$ cat config.mk
export PLATFORM = sky130hd
export DESIGN_NAME = tick_gen_flat
export DESIGN_NICKNAME = d
export VERILOG_FILES = /design/src/rtl/tick_gen_if.sv /design/src/rtl/tick_gen.sv /design/src/flat_wrapper.sv
export SDC_FILE = /design/constraint.sdc
export NUM_CORES = 1
export LEC_CHECK = 0
export BUFFER_PORTS_ARGS = -buffer_cell sky130_fd_sc_hd__buf_4
export CAP_MARGIN = 5
export CORE_AREA = 5 5 209 211
export CTS_CLUSTER_DIAMETER = 40
export DETAILED_ROUTE_END_ITERATION = 12
export DIE_AREA = 0 0 214 216
export PLACE_DENSITY = 0.64
export SYNTH_ARGS = -nofsm -noshare
export SYNTH_HDL_FRONTEND = slang
export SYNTH_SLANG_ARGS = --single-unit
$ cat constraint.sdc
create_clock -name clk -period 4.4 [get_ports clk]
set_input_delay 0.44 -clock clk [delete_from_list [all_inputs] [get_ports clk]]
set_output_delay 0.44 -clock clk [all_outputs]
set_load 0.01 [all_outputs]
$ cat src/rtl/tick_gen_if.sv
// Configuration port of tick_gen: valid/ready divisor write plus the registered error pulse.
interface tick_gen_if #(
    parameter int unsigned CHANNELS = 4,
    parameter int unsigned CNT_W    = 26
);
    localparam int unsigned CHAN_W = (CHANNELS > 1) ? $clog2(CHANNELS) : 1;

    logic              cfg_valid;
    logic              cfg_ready;
    logic [CHAN_W-1:0] cfg_chan;
    logic [CNT_W-1:0]  cfg_div;
    logic              cfg_err;

    modport master (output cfg_valid, cfg_chan, cfg_div, input cfg_ready, cfg_err);
    modport slave  (input cfg_valid, cfg_chan, cfg_div, output cfg_ready, cfg_err);
endinterface

$ cat src/rtl/tick_gen.sv
// Multi-channel clock-enable generator: per-channel tick strobe and 50% level, runtime divisors.
// Optional define TICK_GEN_PHASE_SYNC_EN adds the sync_all phase-restart input.
module tick_gen #(
    parameter int unsigned CHANNELS    = 4,
    parameter int unsigned CNT_W       = 26,
    parameter int unsigned DEFAULT_DIV = 2500000
) (
    input  logic                clk,
    input  logic                resn,
`ifdef TICK_GEN_PHASE_SYNC_EN
    input  logic                sync_all,
`endif
    tick_gen_if.slave           cfg,
    output logic [CHANNELS-1:0] tick,
    output logic [CHANNELS-1:0] level
);

    logic [CNT_W-1:0]    cnt_q      [CHANNELS];
    logic [CNT_W-1:0]    cnt_d      [CHANNELS];
    logic [CNT_W-1:0]    div_q      [CHANNELS];
    logic [CNT_W-1:0]    div_d      [CHANNELS];
    logic [CNT_W-1:0]    pend_div_q [CHANNELS];
    logic [CNT_W-1:0]    pend_div_d [CHANNELS];
    logic [CHANNELS-1:0] pend_valid_q, pend_valid_d;
    logic [CHANNELS-1:0] tick_q, tick_d;
    logic [CHANNELS-1:0] level_q, level_d;
    logic                ready_q, ready_d;
    logic                err_q, err_d;

    logic                accept;
    logic                sync;
    logic [CHANNELS-1:0] wr;
    logic [CHANNELS-1:0] tc;
    logic [CHANNELS-1:0] apply;

    // Next-state for every channel; divisor changes only land at a period boundary or while idle.
    always_comb begin
        cnt_d        = cnt_q;
        div_d        = div_q;
        pend_div_d   = pend_div_q;
        pend_valid_d = pend_valid_q;
        tick_d       = '0;
        level_d      = level_q;
        ready_d      = 1'b1;
        wr           = '0;
        tc           = '0;
        apply        = '0;
        sync         = 1'b0;
`ifdef TICK_GEN_PHASE_SYNC_EN
        sync         = sync_all;
`endif
        accept = cfg.cfg_valid && ready_q;
        err_d  = accept && (32'(cfg.cfg_chan) >= CHANNELS);

        for (int unsigned i = 0; i < CHANNELS; i++) begin
            wr[i]    = accept && (32'(cfg.cfg_chan) == i);
            // div-1 is only meaningful for an enabled channel, so gate the compare on div!=0.
            tc[i]    = (div_q[i] != '0) && (cnt_q[i] == div_q[i] - CNT_W'(1));
            apply[i] = sync || (div_q[i] == '0) || tc[i];

            if (div_q[i] == '0 || tc[i] || sync) begin
                cnt_d[i] = '0;
            end else begin
                cnt_d[i] = cnt_q[i] + CNT_W'(1);
            end

            if (tc[i] && !sync) begin
                tick_d[i]  = 1'b1;
                level_d[i] = ~level_q[i];
            end
            if (sync) begin
                level_d[i] = 1'b0;
            end

            // A write landing on an apply cycle bypasses the pending slot (last write wins).
            if (apply[i]) begin
                if (wr[i]) begin
                    div_d[i] = cfg.cfg_div;
                end else if (pend_valid_q[i]) begin
                    div_d[i] = pend_div_q[i];
                end
                pend_valid_d[i] = 1'b0;
            end else if (wr[i]) begin
                pend_div_d[i]   = cfg.cfg_div;
                pend_valid_d[i] = 1'b1;
            end
        end
    end

    always_ff @(posedge clk or negedge resn) begin
        if (!resn) begin
            for (int unsigned i = 0; i < CHANNELS; i++) begin
                cnt_q[i]      <= '0;
                div_q[i]      <= CNT_W'(DEFAULT_DIV);
                pend_div_q[i] <= '0;
            end
            pend_valid_q <= '0;
            tick_q       <= '0;
            level_q      <= '0;
            ready_q      <= 1'b0;
            err_q        <= 1'b0;
        end else begin
            cnt_q        <= cnt_d;
            div_q        <= div_d;
            pend_div_q   <= pend_div_d;
            pend_valid_q <= pend_valid_d;
            tick_q       <= tick_d;
            level_q      <= level_d;
            ready_q      <= ready_d;
            err_q        <= err_d;
        end
    end

    assign tick          = tick_q;
    assign level         = level_q;
    assign cfg.cfg_ready = ready_q;
    assign cfg.cfg_err   = err_q;

endmodule

$ cat src/flat_wrapper.sv
// flat-port wrapper written by rule: the top's interface ports become plain ports
module tick_gen_flat 
#(
    parameter int unsigned CHANNELS    = 4,
    parameter int unsigned CNT_W       = 26,
    parameter int unsigned DEFAULT_DIV = 2500000
)
  (clk, resn, tick, level, cfg_cfg_valid, cfg_cfg_chan, cfg_cfg_div, cfg_cfg_ready, cfg_cfg_err);
  tick_gen_if #(.CHANNELS(CHANNELS), .CNT_W(CNT_W)) cfg_i ();
  input  logic clk;
  input  logic resn;
  output logic [CHANNELS-1:0] tick;
  output logic [CHANNELS-1:0] level;
  input wire logic [$bits(cfg_i.cfg_valid)-1:0] cfg_cfg_valid;
  input wire logic [$bits(cfg_i.cfg_chan)-1:0] cfg_cfg_chan;
  input wire logic [$bits(cfg_i.cfg_div)-1:0] cfg_cfg_div;
  output wire logic [$bits(cfg_i.cfg_ready)-1:0] cfg_cfg_ready;
  output wire logic [$bits(cfg_i.cfg_err)-1:0] cfg_cfg_err;
  assign cfg_i.cfg_valid = cfg_cfg_valid;
  assign cfg_i.cfg_chan = cfg_cfg_chan;
  assign cfg_i.cfg_div = cfg_cfg_div;
  assign cfg_cfg_ready = cfg_i.cfg_ready;
  assign cfg_cfg_err = cfg_i.cfg_err;
  tick_gen #(.CHANNELS(CHANNELS), .CNT_W(CNT_W), .DEFAULT_DIV(DEFAULT_DIV)) u_core (.clk(clk), .resn(resn), .cfg(cfg_i), .tick(tick), .level(level));
endmodule
# --- Word level (Yosys, flattened, before mapping) ---
# Cells that the tools add are included.
totals:
  register_bits: 325
  latch_bits: 0
  ramBits: 0
  mem_bits_ro: 0
  input_bits: 31
  wordCells: 107
  memories: 0
op_classes:
  n_addsub: 8
  n_mul: 0
  n_div: 0
  magnitude_cmp: 0
  n_eq_ne: 7
  shifts: 0
  muxes: 24
  bitwise_logic: 8
  n_reduce_logical: 38
op_table:
  columns: ["cell", "n"]
  rows:
  - ["26-bit two-way mux", 12]
  - ["26-bit by 1-bit adder with 26-bit output, second input constant", 4]
  - ["26-bit equality test", 4]
  - ["26-bit zero test", 4]
  - ["26-bit nonzero test", 4]
  - ["26-bit by 1-bit subtractor with 26-bit output, second input constant", 4]
  - ["2-bit AND reduction", 8]
  - ["2-bit nonzero test", 8]
  - ["1-bit two-way mux", 12]
  - ["1-bit logical AND", 9]
  - ["1-bit NOT", 8]
  - ["2-bit equality test, second input constant", 2]
  - ["1-bit logical OR", 4]
  - ["2-bit by 1-bit equality test with 1-bit output, second input constant", 1]
  - ["2-bit zero test", 1]

# --- Depth between registers and ports, before layout ---
logic_depth:
  word_depth: 6
  depth_mapped: 15
  depth_no_buf: 11

# --- Least setup slack after synthesis ---
# No wires, ideal clock.
synth_timing:
  kind: "register to register"
  start: "register u_core.div_q[78] (netlist name)"
  end: "register u_core.pend_div_q[100] (netlist name)"
  t_arrival_ps: 3912
  t_required_ps: 4275
  path_slack_ps: 363
  stages_incl_launch_ff: 16
  period_less_slack_ps: 4037
  path_cell_list: "dfrtp_1 inv_1 ha_1 or4b_1 buf_2 or4_1 clkbuf_1 nor3_1 xnor2_1 or4_1 nor3_1 a32o_1 nand2b_1 buf_4 buf_4 mux2_2"
synth_between:
  elab_chain_cells: 6
  elab_cells_between_ends: 8
  cone_classes: "1 x add/sub; 1 x eq/ne; 1 x bitwise; 5 x reduce/logical"
synth_rtl:
  columns: ["item", "line", "source"]
  rows:
  - ["start: declaration", "tick_gen.sv:20", "logic [CNT_W-1:0] div_q [CHANNELS];"]
  - ["start signal: indexed assignment", "tick_gen.sv:94", "div_q[i] <= CNT_W'(DEFAULT_DIV);"]
  - ["start signal: assignment", "tick_gen.sv:104", "div_q <= div_d;"]
  - ["26-bit by 1-bit subtractor with 26-bit output", "tick_gen.sv:58", "tc[i] = (div_q[i] != '0) && (cnt_q[i] == div_q[i] - CNT_W'(1));"]
  - ["26-bit equality test", "tick_gen.sv:58", null]
  - ["1-bit logical AND", "tick_gen.sv:58", null]
  - ["1-bit logical OR *", "tick_gen.sv:59", "apply[i] = sync || (div_q[i] == '0) || tc[i];"]
  - ["1-bit NOT (no source line) *", null, null]
  - ["2-bit AND reduction (no source line) *", null, null]
  - ["end signal: assignment", "tick_gen.sv:105", "pend_div_q <= pend_div_d;"]
  - ["end: declaration", "tick_gen.sv:22", "logic [CNT_W-1:0] pend_div_q [CHANNELS];"]
# Mark *: on every way between the ends. The rest lies on a longest branch, timed or not.
# A chain may end at the register's enable or synchronous reset.

# --- Worst setup path after layout ---
layout_timing:
  start: "register u_core.div_q[56] (netlist name)"
  end: "register u_core.div_q[75] (netlist name)"
layout_between:
  elab_chain_cells: 5
  elab_cells_between_ends: 7
  cone_classes: "1 x add/sub; 1 x eq/ne; 5 x reduce/logical"
layout_rtl:
  columns: ["item", "line"]
  rows:
  - ["26-bit by 1-bit subtractor with 26-bit output", "tick_gen.sv:58"]
  - ["26-bit equality test", "tick_gen.sv:58"]
  - ["1-bit logical AND", "tick_gen.sv:58"]
  - ["1-bit logical OR *", "tick_gen.sv:59"]
  - ["2-bit AND reduction (no source line) *", null]
# Marked as above.

==> results.rst <==
.. list-table::
   :header-rows: 1

   * - Metric
     - Value
   * - Area of the mapped netlist
     - 18450 µm²
   * - Total negative slack
     - 0 ns
   * - Slew HR
     - 0.1463
   * - X dimension of the die
     - 214 µm
   * - Detailed Route Iter0 Violations
     - 927
   * - Buffers on Ports
     - 39
   * - Worst supply voltage drop on vdd
     - 0.0005105 V
   * - Reported max-cap violation count
     - 0
   * - Met3 GRT Util
     - 0.03601
   * - Required time of the critical path
     - 4.85 ns
   * - Sequential area share after synthesis
     - 0.4431
   * - Final-report max-slew violation count
     - 0
   * - Portion of synthesized cell area occupied by the leading cell type
     - 0.3975
   * - Source-to-sink clock delay at the later pin of the worst-skew pair
     - 0.58 ns
   * - Maximum fanout along the worst path
     - 10
   * - Placement Cell Area
     - 19350 µm²
   * - Worst reg2reg path depth
     - 10
   * - Post-route fraction of the period consumed by the critical path
     - 0.9335
   * - Sequential Power Share
     - 0.368
   * - Via-per-instance ratio
     - 5.861
   * - Highest clock rate
     - 243.5 MHz
   * - I/O Pins
     - 41
   * - Drt pass-1 iters
     - 5
   * - Time the final worst path needs with I/O delays and setup
     - 4.107 ns
   * - Die H
     - 216 µm
   * - Clock tree root driver cell
     - sky130_fd_sc_hd__clkbuf_16
   * - Setup violations, final
     - 0
   * - Combinational share of power
     - 0.310
   * - Number of enable flip-flop cells after synthesis
     - 0
   * - Area of the placeable core
     - 41570 µm²
   * - Total congestion overflow after global routing
     - 0
   * - Deepest clock path buffer count
     - 3
   * - Total wirelength of the detailed-routed design
     - 47.32 mm
   * - Initial antenna violation count
     - 2
   * - Slew of the pin with the lowest slew margin
     - 1.279 ns
   * - Clock skew after layout
     - 0.02294 ns
   * - HPWL reported at the end of detailed placement
     - 32.57 mm
   * - Post-synthesis area per instance
     - 9.672 µm²
   * - Top Usage Layer GRT
     - met2
   * - Via count
     - 14.70k
   * - Most area-hungry cell type in the Yosys netlist
     - sky130_fd_sc_hd__dfrtp_1
   * - Total setup buffers inserted after CTS
     - 0
   * - Post-DR wirelength/cell
     - 18.87 µm
   * - CP cell instances
     - or4_1, buf_4, nor4_1, nor2_1, or3b_2, nor4b_1, nand4b_1, or4b_1, nand2_1, o21ai_0
   * - Site Rows
     - 75
   * - Slowest cell on the critical path
     - sky130_fd_sc_hd__or4b_1
   * - Internal power contribution
     - 8150 µW
   * - Number of register bits inferred by synthesis
     - 325
   * - Maximum number of pins on one net before global-route repair
     - 116
   * - Final #Nets
     - 1967
   * - Leakage
     - 0.009060 µW
   * - Met1 track demand over resource in global routing
     - 0.2763
   * - Post-route design area
     - 21110 µm²
   * - Filler cell count in the final layout
     - 3787
   * - Mapped Cells
     - 1907
   * - Fraction of layout instances using a drive strength above 1
     - 0.1717
   * - Status
     - complete, no violations
   * - Worst min-delay path startpoint
     - cfg_cfg_div[3]
   * - Hold Crit Endpoint
     - u_core.pend_div_q[3]
   * - Proportion of total power due to net switching
     - 0.3570
   * - Start of the worst register-to-register path
     - u_core.div_q[56]
   * - Clock tree sinks
     - 325
   * - Net switching power
     - 4526 µW
   * - GRT Total Usage
     - 0.2021
   * - Total Die Area
     - 46220 µm²
   * - First-pass GRT wire length
     - 77.98 mm
   * - Number of levels the H-tree was split into
     - 2
   * - Gp weighted congestion
     - 0.9140
   * - Share of flip-flops with an asynchronous set or reset
     - 1.000
   * - Area grow syn2layout
     - 14.47%
   * - Multi-input gate area
     - 9747 µm²
   * - CP Capture Type
     - register
   * - Crit Path Category
     - reg2reg
   * - Num CTS Buffers
     - 49
   * - Yosys synthesis warning count
     - 0
   * - Starting utilization of the core area
     - 0.4437
   * - Main synth FF type
     - sky130_fd_sc_hd__dfrtp_1
   * - Seq. cell area
     - 8173 µm²
   * - TritonCTS clock tree
     - done
   * - Final hold violation count
     - 0
   * - Unique cell type count in the Yosys netlist
     - 81
   * - Leading post-synthesis cells by cell area
     - sky130_fd_sc_hd__dfrtp_1 40%, sky130_fd_sc_hd__xnor2_1 5.5%, sky130_fd_sc_hd__xor2_1 5.0%, sky130_fd_sc_hd__mux2_2 4.8%, sky130_fd_sc_hd__dfstp_2 4.6%
   * - CP Data Arrival Time
     - 4.56 ns
   * - Post-detailed-route DRC marker count
     - 0
   * - Net Count, Synth
     - 1946
   * - Via count of the first global-routing pass
     - 14.48k
   * - Fraction of met2 tracks used by global routing
     - 0.3289
   * - Clock-pin transition on the worst setup and hold timing paths
     - 0.06 ns
   * - Worst setup SP type
     - register
   * - Total power density per cell area
     - 600.4 nW/µm²
   * - Number of nets still failing antenna checks after routing
     - 0
   * - Class of the most critical hold timing path
     - in2reg
   * - Worst reg2reg path endpoint
     - u_core.div_q[75]
   * - Proportion of power drawn by the clock network
     - 0.322
   * - Worst stage delay on the critical path
     - 0.79 ns
   * - Worst reg2reg setup slack
     - 0.29 ns
   * - Min-Delay Path Depth
     - 2
   * - Setup repair after global routing missed its margin
     - no
   * - Count of inserted antenna diode cells
     - 0
## layout by cell type, fill, tap and decap left out, types with 13 or more instances in the layout
cell type,instances
sky130_fd_sc_hd__dfrtp_1,293
sky130_fd_sc_hd__nor2_1,216
sky130_fd_sc_hd__nand2_1,154
sky130_fd_sc_hd__xnor2_1,116
sky130_fd_sc_hd__xor2_1,106
sky130_fd_sc_hd__nand3_1,90
sky130_fd_sc_hd__mux2_2,79
sky130_fd_sc_hd__buf_4,74
sky130_fd_sc_hd__o22ai_1,57
sky130_fd_sc_hd__clkbuf_16,51
sky130_fd_sc_hd__a21oi_1,50
sky130_fd_sc_hd__and3_1,42
sky130_fd_sc_hd__nor4_1,40
sky130_fd_sc_hd__a2bb2oi_1,40
sky130_fd_sc_hd__nor3_1,39
sky130_fd_sc_hd__or4_1,36
sky130_fd_sc_hd__o21ai_0,35
sky130_fd_sc_hd__dfstp_2,32
sky130_fd_sc_hd__or3_1,30
sky130_fd_sc_hd__o22a_1,28
sky130_fd_sc_hd__nand4_1,23
sky130_fd_sc_hd__inv_1,20
sky130_fd_sc_hd__mux2_4,20
sky130_fd_sc_hd__nand2b_1,19
sky130_fd_sc_hd__and2_1,14
sky130_fd_sc_hd__o31ai_1,13
sky130_fd_sc_hd__nor2b_1,13
## what timing repair did
item	CTS	global route
setup endpoints to repair	0	3
hold buffers	1	0
hold endpoints to repair	82	0
gates resized for setup	0	2
## cells in the mapped netlist, types with 8 or more instances
cell,count
sky130_fd_sc_hd__a21oi_1,50
sky130_fd_sc_hd__nand4_1,23
sky130_fd_sc_hd__nand3b_1,9
sky130_fd_sc_hd__dfrtp_1,293
sky130_fd_sc_hd__nor3_1,40
sky130_fd_sc_hd__nand3_1,90
sky130_fd_sc_hd__nand2_1,154
sky130_fd_sc_hd__nor2b_1,13
sky130_fd_sc_hd__or4_1,36
sky130_fd_sc_hd__clkbuf_1,88
sky130_fd_sc_hd__o22ai_1,57
sky130_fd_sc_hd__mux2_4,20
sky130_fd_sc_hd__nand2b_1,19
sky130_fd_sc_hd__or2_2,11
sky130_fd_sc_hd__nor2_1,217
sky130_fd_sc_hd__a2bb2oi_1,40
sky130_fd_sc_hd__or3_1,30
sky130_fd_sc_hd__inv_1,20
sky130_fd_sc_hd__o22a_1,28
sky130_fd_sc_hd__xnor2_1,116
sky130_fd_sc_hd__nor3b_1,10
sky130_fd_sc_hd__o21ai_0,35
sky130_fd_sc_hd__buf_2,11
sky130_fd_sc_hd__nor4_1,40
sky130_fd_sc_hd__o31ai_1,14
sky130_fd_sc_hd__and2_1,14
sky130_fd_sc_hd__xor2_1,106
sky130_fd_sc_hd__dfstp_2,32
sky130_fd_sc_hd__and3_1,42
sky130_fd_sc_hd__ha_1,8
sky130_fd_sc_hd__a31oi_1,10
sky130_fd_sc_hd__a211oi_1,10
sky130_fd_sc_hd__mux2_2,79
## layout make-up
| class | instances | area share |
|---|---|---|
| inverter | 20 | 0.003556 |
| clock inverter | 34 | 0.01950 |
| sequential | 325 | 0.3871 |
| multi-input combinational | 1450 | 0.4616 |
| timing repair buffer | 82 | 0.03319 |
| tap | 539 | 0.03194 |
| clock buffer | 58 | 0.06311 |
## critical path: cells and delay by family, from the launching register on
kind            cells  cell delay [ns]
flops               1             0.43
simple gates        8             3.25
compound gates      1             0.09
buf+inv             1             0.19
## power by group through the flow
stage / registers [µW] / logic (µW) / clock network (µW)
floorplan: 4280 / 3090 / 0
CTS: 4640 / 3910 / 4190
finish: 4660 / 3930 / 4080
global route: 4780 / 4360 / 4330
detailed placement: 4690 / 3880 / 0
global placement: 4660 / 3790 / 0
## metrics by stage
stage / setup WS [ns] / power (µW) / hold WS (ns) / std cells / utilization
6_report: 0.2925 / 12680 / 0.2009 / 2508 / 0.5079
5_1_grt: 0.01420 / 13460 / 0.1805 / 2508 / 0.5079
4_1_cts: 0.2104 / 12750 / 0.1608 / 2508 / 0.5078
3_5_place_dp: 0.2213 / 8567 / 0.4612 / 2415 / 0.4656
3_3_place_gp: 0.3652 / 8450 / 0.4559 / 2415 / 0.4656
2_1_floorplan: 0.3629 / 7377 / 0.1444 / 1907 / -
## routing by layer
metal  vias to the layer above  wire [µm]
met5                         -         32
met2                       392      21950
li1                       6942          -
met4                         4       1326
met1                      7257      21420
met3                       105       2597
## worst max-delay path by stage
stage                     start                endpoint  slack (ns)  cells after the start
6_report       u_core.div_q[56]        u_core.div_q[75]        0.29                     10
5_1_grt        u_core.div_q[52]        u_core.div_q[67]        0.01                     11
4_1_cts        u_core.div_q[78]   u_core.pend_div_q[88]        0.21                     12
3_5_place_dp   u_core.div_q[78]   u_core.pend_div_q[85]        0.22                     12
3_3_place_gp    u_core.div_q[0]    u_core.pend_div_q[3]        0.37                     11
2_1_floorplan  u_core.div_q[78]  u_core.pend_div_q[100]        0.36                     15
## flip-flops by register name (all words and copies together), names as in the netlist
name	flops
u_core.div_q	104
u_core.pend_valid_q	4
u_core.cfg.cfg_ready	1
u_core.tick	4
u_core.level	4
u_core.pend_div_q	104
u_core.cnt_q	104
## cell families (layout without fill, tap and decap cells)
| family | Yosys count | in the layout | share of synthesized area |
|---|---|---|---|
| AND/OR/NAND/NOR | 796 | 796 | 0.2244 |
| buffers and inverters | 132 | 194 | 0.03025 |
| adder cells (fa/ha/maj) | 8 | 8 | 0.005427 |
| AO/OA/AOI/OAI | 313 | 313 | 0.1207 |
| other | 2 | 2 | 0.0004072 |
| XOR/XNOR | 222 | 222 | 0.1054 |
| flip-flops | 325 | 325 | 0.4431 |
| multiplexers | 109 | 109 | 0.07034 |
No activity file was read; power rests on OpenSTA's default activity.
